### src/rtl/serial_bcd_converter_if.sv
// Request/result bundle between a requester and the serial binary-to-BCD converter.
// The requester drives start/binary; the converter returns status, four digits and overflow.
interface serial_bcd_converter_if #(
  parameter int WIDTH = 32
);
  logic             start;
  logic [WIDTH-1:0] binary;
  logic             busy;
  logic             done;
  logic [3:0]       ones;
  logic [3:0]       tens;
  logic [3:0]       hundreds;
  logic [3:0]       thousands;
  logic             overflow;

  modport master (
    output start, binary,
    input  busy, done, ones, tens, hundreds, thousands, overflow
  );

  modport slave (
    input  start, binary,
    output busy, done, ones, tens, hundreds, thousands, overflow
  );
endinterface

### src/rtl/serial_bcd_converter.sv
// Multi-cycle double-dabble binary-to-BCD converter: one add-3/shift layer per clock.
// The four low digits and the overflow flag are registered and only change on done,
// so the display never shows a partially converted value.
module serial_bcd_converter #(
  parameter int WIDTH  = 32,
  parameter int DIGITS = 10
) (
  input  logic                  clock,
  input  logic                  reset,
  serial_bcd_converter_if.slave bus
);
  localparam int CNT_W = (WIDTH > 1) ? $clog2(WIDTH) : 1;
  localparam logic [CNT_W-1:0] LAST_CNT = CNT_W'(WIDTH - 1);

  typedef enum logic [1:0] {IDLE, SHIFT, DONE} state_t;

  state_t              state_reg;
  logic [WIDTH-1:0]    bin_sr_reg;
  logic [4*DIGITS-1:0] bcd_sr_reg;
  logic [4*DIGITS-1:0] bcd_adj;
  logic [CNT_W-1:0]    cnt_reg;
  logic                busy_reg;
  logic                done_reg;
  logic                overflow_reg;
  logic [3:0]          ones_reg;
  logic [3:0]          tens_reg;
  logic [3:0]          hundreds_reg;
  logic [3:0]          thousands_reg;

  // Add-3 correction per nibble; each nibble is independent, no carry between digits.
  generate
    for (genvar gi = 0; gi < DIGITS; gi++) begin : g_adj
      assign bcd_adj[4*gi +: 4] = (bcd_sr_reg[4*gi +: 4] >= 4'd5)
                                  ? bcd_sr_reg[4*gi +: 4] + 4'd3
                                  : bcd_sr_reg[4*gi +: 4];
    end
  endgenerate

  // Control FSM with scratch shift registers and registered result outputs.
  always_ff @(posedge clock) begin
    if (reset) begin
      state_reg     <= IDLE;
      bin_sr_reg    <= '0;
      bcd_sr_reg    <= '0;
      cnt_reg       <= '0;
      busy_reg      <= 1'b0;
      done_reg      <= 1'b0;
      overflow_reg  <= 1'b0;
      ones_reg      <= 4'd0;
      tens_reg      <= 4'd0;
      hundreds_reg  <= 4'd0;
      thousands_reg <= 4'd0;
    end else begin
      done_reg <= 1'b0;
      case (state_reg)
        IDLE: begin
          if (bus.start) begin
            bin_sr_reg <= bus.binary;
            bcd_sr_reg <= '0;
            cnt_reg    <= '0;
            busy_reg   <= 1'b1;
            state_reg  <= SHIFT;
          end
        end
        SHIFT: begin
          // Corrected BCD and the binary register shift together as one wide register.
          {bcd_sr_reg, bin_sr_reg} <= {bcd_adj[4*DIGITS-2:0], bin_sr_reg, 1'b0};
          cnt_reg <= cnt_reg + 1'b1;
          if (cnt_reg == LAST_CNT) begin
            state_reg <= DONE;
          end
        end
        DONE: begin
          ones_reg      <= bcd_sr_reg[3:0];
          tens_reg      <= bcd_sr_reg[7:4];
          hundreds_reg  <= bcd_sr_reg[11:8];
          thousands_reg <= bcd_sr_reg[15:12];
          overflow_reg  <= |bcd_sr_reg[4*DIGITS-1:16];
          done_reg      <= 1'b1;
          busy_reg      <= 1'b0;
          state_reg     <= IDLE;
        end
        default: begin
          state_reg <= IDLE;
          busy_reg  <= 1'b0;
        end
      endcase
    end
  end

  assign bus.busy      = busy_reg;
  assign bus.done      = done_reg;
  assign bus.ones      = ones_reg;
  assign bus.tens      = tens_reg;
  assign bus.hundreds  = hundreds_reg;
  assign bus.thousands = thousands_reg;
  assign bus.overflow  = overflow_reg;
endmodule

### src/flat_wrapper.sv
// flat-port wrapper written by rule: the top's interface ports become plain ports
module serial_bcd_converter_flat 
#(
  parameter int WIDTH  = 32,
  parameter int DIGITS = 10
)
  (clock, reset, bus_start, bus_binary, bus_busy, bus_done, bus_ones, bus_tens, bus_hundreds, bus_thousands, bus_overflow);
  serial_bcd_converter_if #(.WIDTH(WIDTH)) bus_i ();
  input  logic clock;
  input  logic reset;
  input wire logic [$bits(bus_i.start)-1:0] bus_start;
  input wire logic [$bits(bus_i.binary)-1:0] bus_binary;
  output wire logic [$bits(bus_i.busy)-1:0] bus_busy;
  output wire logic [$bits(bus_i.done)-1:0] bus_done;
  output wire logic [$bits(bus_i.ones)-1:0] bus_ones;
  output wire logic [$bits(bus_i.tens)-1:0] bus_tens;
  output wire logic [$bits(bus_i.hundreds)-1:0] bus_hundreds;
  output wire logic [$bits(bus_i.thousands)-1:0] bus_thousands;
  output wire logic [$bits(bus_i.overflow)-1:0] bus_overflow;
  assign bus_i.start = bus_start;
  assign bus_i.binary = bus_binary;
  assign bus_busy = bus_i.busy;
  assign bus_done = bus_i.done;
  assign bus_ones = bus_i.ones;
  assign bus_tens = bus_i.tens;
  assign bus_hundreds = bus_i.hundreds;
  assign bus_thousands = bus_i.thousands;
  assign bus_overflow = bus_i.overflow;
  serial_bcd_converter #(.WIDTH(WIDTH), .DIGITS(DIGITS)) u_core (.clock(clock), .reset(reset), .bus(bus_i));
endmodule
### config.mk
export PLATFORM = sky130hd
export DESIGN_NAME = serial_bcd_converter_flat
export DESIGN_NICKNAME = d
export VERILOG_FILES = /design/src/rtl/serial_bcd_converter_if.sv /design/src/rtl/serial_bcd_converter.sv /design/src/flat_wrapper.sv
export SDC_FILE = /design/constraint.sdc
export NUM_CORES = 1
export LEC_CHECK = 0
export BUFFER_PORTS_ARGS = -buffer_cell sky130_fd_sc_hd__buf_4
export CORE_AREA = 2 2 107 187
export DETAILED_ROUTE_END_ITERATION = 10
export DIE_AREA = 0 0 109 189
export GPL_TIMING_DRIVEN = 0
export PLACE_DENSITY = 0.38
export SLEW_MARGIN = 10
export SYNTH_ARGS = -nofsm -noshare
export SYNTH_HDL_FRONTEND = slang
export SYNTH_SLANG_ARGS = --single-unit
### constraint.sdc
create_clock -name clock -period 2.7 [get_ports clock]
set_input_delay 0.27 -clock clock [delete_from_list [all_inputs] [get_ports clock]]
set_output_delay 0.27 -clock clock [all_outputs]
set_load 0.02 [all_outputs]
==> impl_metrics.ini, run 1 <==
[outcome]
status = complete, no violations

[global_routing]
grt_use_met1 = 0.150
grtUsageMet2 = 0.255
grt_pass1_vias = 4157
antenna_found_initial = 0
grt_use_total = 0.137
grt.overflow.total = 0
grt_max_degree = 17
grt_pass1_wl_um = 21500
grt_use_met3 = 0.0248
busiest_layer = met2

[cts]
clock_sinks = 98
clk_pin_slew_ns = 0.07
post_cts_buffers = 0
cts-root-buf = clkbuf_16
clk_latency_ns = 0.35
cts_tree = yes
cts_hold_buf = 0
cts_resized = 0
numCtsBuffers = 9
cts_max_level = 3
cts.path.max_buffers = 2

[setup_path]
rr_worst_depth = 4
crit_fanout = 10
worst_r2r_endpoint = u_core.bcd_sr_reg[30]$_SDFFE_PP0P_
endpoint = u_core.bcd_sr_reg[30]$_SDFFE_PP0P_
r2r_slack_ns = 0.89
crit_path_top_delay_cell = dfxtp_1
cp-end-kind = flop
cp_cell_sequence = nand2b_1 -> nor2_2 -> buf_2 -> a22o_1
crit_cells = 4
cp_num_buf_inv = 1
path_delay_family = simple AND/OR/NAND/NOR gates
required_ns = 2.99
arrival_ns = 2.10
critPathLaunch = u_core.state_reg[0]$_SDFFE_PP0P_
start_kind = flop
crit_type = flop to flop
r2r-start = u_core.state_reg[0]$_SDFFE_PP0P_
max_stage_delay_ns = 0.49

[sta]
setup_viol = 0
tightest_slew_ns = 0.781
min_period_ns = 1.81
layout_setup_ws_ns = 0.894
fin_worst_skew_ns = 0.0102
fmax_mhz = 554
fin_crit_sh = 0.669
tns_ns = 0
hold_viol = 0
finalMaxSlewViolations = 0
slew-limit-headroom = 0.479
rsz0062_at_grt = no

[floorplanning]
start_util = 0.248
die-height_um = 189
core-area_um2 = 19000
ios = 54
die_area_um2 = 20600
fp.dieW_um = 109
fp-row-count = 67

[placed_design]
place_hpwl_um = 9760
io_buffer_count = 52
place_ws_ns = 0.882
place_congestion = 0.763

[yosys]
syn-num-nets = 649
yosysMostFrequentCell = dfxtp_1
yosys_warnings = 0
synth_top_area_cell = dfxtp_1
synth-seq-area-share = 0.416
ys.flop_type = dfxtp_1
synth_common_cells = 98 x dfxtp_1, 87 x nor2_1, 65 x a21oi_1
yosysTopAreaCellShare = 0.416
yosysUniqueCellTypes = 38
synthArstFlopShare = 0
syn_avg_cell_area_um2 = 8.04
synth_cells = 586
synth_area_leaders = dfxtp_1 42%, ha_1 7.4%, nor2_1 6.9%
synth_enable_flop_cells = 0
synth_area_um2 = 4710
synth-seq-cells = 98

[cells_and_area]
fillers = 2067
drive_above_1_share = 0.138
nets = 712
areaGrowthSynthToFinish_pct = 20.6
largest_reg_flops = 40
num_antenna_cells = 0

[routing]
wl_per_cell_um = 15.2
drc = 0
wl_um = 13600
antenna_left = 0
first_pass_iters = 4
via_count = 4152
via_per_inst = 4.64
drtIter0Drc = 140

[min_path]
hold_path_class = primary input to flop

[power]
ir_drop_uv = 250
p_leak_nw = 2.32
cellPowerDensity_nw_per_um2 = 558

[job]
drv_cap = 0
-- logic make-up after synthesis --
family / synth area share
simple gates: 0.237
compound gates: 0.162
flops: 0.416
buf+inv: 0.0534
fa+ha+maj: 0.0744
xor+xnor: 0.0353
mux: 0.0212
-- worst min-delay path, delay by kind of cell --
kind / cells / cell delay [ns]
compound gates: 1 / 0.05
buf+inv: 1 / 0.08
simple gates: 1 / 0.04
-- how the worst min path moves through the flow --
stage,from,end,cells after the start
2_1_floorplan,bus_binary[12],u_core.bin_sr_reg[12]$_SDFFE_PP0P_,2
4_1_cts,bus_binary[12],u_core.bin_sr_reg[12]$_SDFFE_PP0P_,3
6_report,bus_binary[12],u_core.bin_sr_reg[12]$_SDFFE_PP0P_,3
5_1_grt,bus_binary[12],u_core.bin_sr_reg[12]$_SDFFE_PP0P_,3
3_3_place_gp,u_core.bcd_sr_reg[37]$_SDFFE_PP0P_,u_core.bcd_sr_reg[37]$_SDFFE_PP0P_,2
3_5_place_dp,u_core.bcd_sr_reg[37]$_SDFFE_PP0P_,u_core.bcd_sr_reg[37]$_SDFFE_PP0P_,2
-- metal layers --
| metal | routed length, um | part of all wire |
|---|---|---|
| met5 | 0 | 0 |
| met4 | 247 | 0.018 |
| met3 | 482 | 0.035 |
| met2 | 7360 | 0.54 |
| met1 | 5510 | 0.41 |
-- cell type report --
class / instances / area, um^2 / area share
buffer: 35 / 161 / 0.0284
clock buffer: 11 / 243 / 0.0427
clock inverter: 5 / 37.5 / 0.00660
inverter: 24 / 90.1 / 0.0158
multi-input combinational: 429 / 2500 / 0.440
sequential: 98 / 1960 / 0.345
tap: 241 / 302 / 0.0530
timing repair buffer: 52 / 390 / 0.0687
-- power by group --
| part | total [mW] | internal, mW | switching [mW] |
|---|---|---|---|
| registers | 1.54 | 1.50 | 0.0352 |
| clock network | 1.26 | 0.655 | 0.601 |
| logic | 0.379 | 0.148 | 0.231 |
-- placed cells by master, fill, tap and decap left out, types with 2 or more instances in the layout --
| cell type | count |
|---|---|
| buf_4 | 54 |
| xor2_1 | 9 |
| a22o_1 | 14 |
| o31ai_1 | 9 |
| nor2b_1 | 28 |
| o21bai_1 | 2 |
| nor2_1 | 87 |
| nand3_1 | 12 |
| clkbuf_1 | 13 |
| buf_2 | 18 |
| buf_1 | 3 |
| nand4_1 | 2 |
| inv_1 | 24 |
| ha_1 | 28 |
| nor3_1 | 37 |
| nand2_1 | 53 |
| clkbuf_16 | 9 |
| a21oi_1 | 65 |
| o21ai_1 | 22 |
| nor4_1 | 2 |
| mux2i_1 | 10 |
| o21ai_0 | 9 |
| clkinvlp_4 | 2 |
| a222oi_1 | 3 |
| nor3b_1 | 2 |
| dfxtp_1 | 98 |
| nand2b_1 | 13 |
| xnor2_1 | 10 |
-- per-stage QoR --
step / util / hold WS (ns) / instance area [um^2] / total power [mW] / cells
6_report: 0.299 / 0.119 / 5680 / 3.17 / 895
5_1_grt: 0.299 / 0.126 / 5680 / 3.34 / 895
4_1_cts: 0.299 / 0.106 / 5680 / 3.24 / 895
3_5_place_dp: 0.284 / 0.443 / 5400 / 1.96 / 879
3_3_place_gp: 0.284 / 0.440 / 5400 / 1.96 / 879
2_1_floorplan: - / 0.385 / 4710 / 1.81 / 586
No activity file was read; power rests on OpenSTA's default activity.
==> run 2, diff against run 1 <==
--- a/config.mk
+++ b/config.mk
@@ -10,7 +10,7 @@
 export DETAILED_ROUTE_END_ITERATION = 10
 export DIE_AREA = 0 0 109 189
 export GPL_TIMING_DRIVEN = 0
-export PLACE_DENSITY = 0.38
+export PLACE_DENSITY = 0.4
 export SLEW_MARGIN = 10
 export SYNTH_ARGS = -nofsm -noshare
 export SYNTH_HDL_FRONTEND = slang
==> constraint.sdc (replaced) <==
create_clock -name clock -period 1.64 [get_ports clock]
set_input_delay 0.164 -clock clock [delete_from_list [all_inputs] [get_ports clock]]
set_output_delay 0.164 -clock clock [all_outputs]
set_load 0.02 [all_outputs]
==> run 2 against run 1 <==
Sequential power is 64% higher. First-iteration DRC count decreased by 1.4%. Final area rose by 1.8%. Die area unchanged. Largest cell class unchanged. Cell count rose by 0.22%. Power rose by 71%. Setup slack got worse by 0.76 ns. Sequential cell count unchanged. Worst hold slack got worse by 0.082 ns. Global-route usage fell by 0.056 points. Via count down 0.17%. Clock-buffer cell count decreased by 2.
==> impl_metrics.ini, run 2 (synthesis gave the netlist of run 1 again) <==
[global_routing]
grt_pass1_wl_um = 21500
grt_max_degree = 19
antenna_found_initial = 0
grt_use_total = 0.137
grt.overflow.total = 0
grt_pass1_vias = 4049

[floorplanning]
core-area_um2 = 19000
die-height_um = 189
fp.dieW_um = 109
die_area_um2 = 20600
ios = 54
start_util = 0.248
fp-row-count = 67

[setup_path]
start_kind = flop
crit_fanout = 4
arrival_ns = 1.75
cp-end-kind = flop
required_ns = 1.88
crit_type = flop to flop

[cells_and_area]
final_common_cell = dfxtp_1
nets = 714
num_antenna_cells = 0
largest_reg_flops = 40
areaGrowthSynthToFinish_pct = 22.8
fin_cells = 897
mostFrequentLayoutCells = 96 x dfxtp_1, 87 x nor2_1, 60 x a21oi_1
drive_above_1_share = 0.166

[routing]
drc = 0
via_count = 4145
first_pass_iters = 5
wl_um = 13500
antenna_left = 0
drtIter0Drc = 138
wl_per_cell_um = 15.0
via_per_inst = 4.62

[sta]
whs_ns = 0.0371
fin_crit_sh = 0.917
slew-limit-headroom = 0.450
finalMaxSlewViolations = 0
rsz0062_at_grt = no
tightest_slew_ns = 0.823
hold_viol = 0
min_period_ns = 1.50
fmax_mhz = 665
fin_worst_skew_ns = 0.0171
setup_viol = 0

[outcome]
status = complete, no violations

[placed_design]
placed_cells = 879
place_hpwl_um = 9850
io_buffer_count = 52
place_congestion = 0.721

[cts]
cts_hold_buf = 0
cts_tree = yes
numCtsBuffers = 9
clk_pin_slew_ns = 0.07
cts-root-buf = clkbuf_16
clk_latency_ns = 0.36
clock_sinks = 98
cts.path.max_buffers = 2
cts_max_level = 3

[power]
p_leak_nw = 2.39
ir_drop_uv = 602
cellPowerDensity_nw_per_um2 = 940

[job]
drv_cap = 0

[min_path]
hold_path_class = primary input to flop
[run 2: cell types whose count changed in the layout (fill, tap and decap cells not counted), sizes merged]
cell / before / now
bufinv: 0 / 1
clkinvlp: 2 / 0
inv: 25 / 28
[run 2: area by class of cell]
type                            count  area [um^2]
Fill cell                        2056        13200
Multi-Input combinational cell    429         2530
Sequential cell                    98         1960
Timing Repair Buffer               54          405
Tap cell                          241          302
Clock buffer                        9          225
Buffer                             35          185
Inverter                           24         90.1
Clock inverter                      7         83.8
[run 2: path summary, 6_finish.rpt]
check                                startpoint                                 end  slack [ns]  cells after the start
max          u_core.bcd_sr_reg[17]$_SDFFE_PP0P_  u_core.bcd_sr_reg[18]$_SDFFE_PP0P_        0.14                      6
min                              bus_binary[11]  u_core.bin_sr_reg[11]$_SDFFE_PP0P_        0.04                      3
max reg2reg  u_core.bcd_sr_reg[17]$_SDFFE_PP0P_  u_core.bcd_sr_reg[18]$_SDFFE_PP0P_        0.14                      6
min reg2reg  u_core.bcd_sr_reg[37]$_SDFFE_PP0P_  u_core.bcd_sr_reg[37]$_SDFFE_PP0P_        0.45                      2
[run 2: per-stage QoR]
stage	total power [mW]	cell area, um^2	utilization	worst slack (ns)	setup TNS [ns]
2_1_floorplan	2.98	4710	-	0.271	0
3_3_place_gp	3.22	5400	0.284	-0.214	-3.88
3_5_place_dp	3.22	5400	0.284	-0.243	-4.93
4_1_cts	5.54	5750	0.302	0.0211	0
5_1_grt	5.69	5780	0.304	0.00622	0
6_report	5.44	5780	0.304	0.136	0
[run 2: routing by layer]
layer	global-route usage	up-vias	share of wire
li1	-	2110	-
met1	0.154	1941	0.40
met2	0.247	78	0.53
met3	0.0282	16	0.040
met4	0.0523	0	0.022
met5	0	-	0
[run 2: repair_timing]
action / in CTS / in global routing
pin swaps: 2 / 1
setup endpoints to repair: 41 / 57
setup buffers: 2 / 0
gates resized for setup: 7 / 18
[run 2: critical path, cell delays in order (launching register included)]
cell,delay (ns)
dfxtp_1,0.35
inv_1,0.09
ha_1,0.18
nand2b_1,0.13
a21oi_1,0.31
mux2i_1,0.13
a22o_1,0.20
[run 2: report_power, final]
| group | switching, mW | total [mW] | internal (mW) |
|---|---|---|---|
| clock | 1.05 | 2.27 | 1.22 |
| sequential | 0.0561 | 2.53 | 2.48 |
| combinational | 0.380 | 0.638 | 0.258 |
| total | 1.48 | 5.44 | 3.95 |
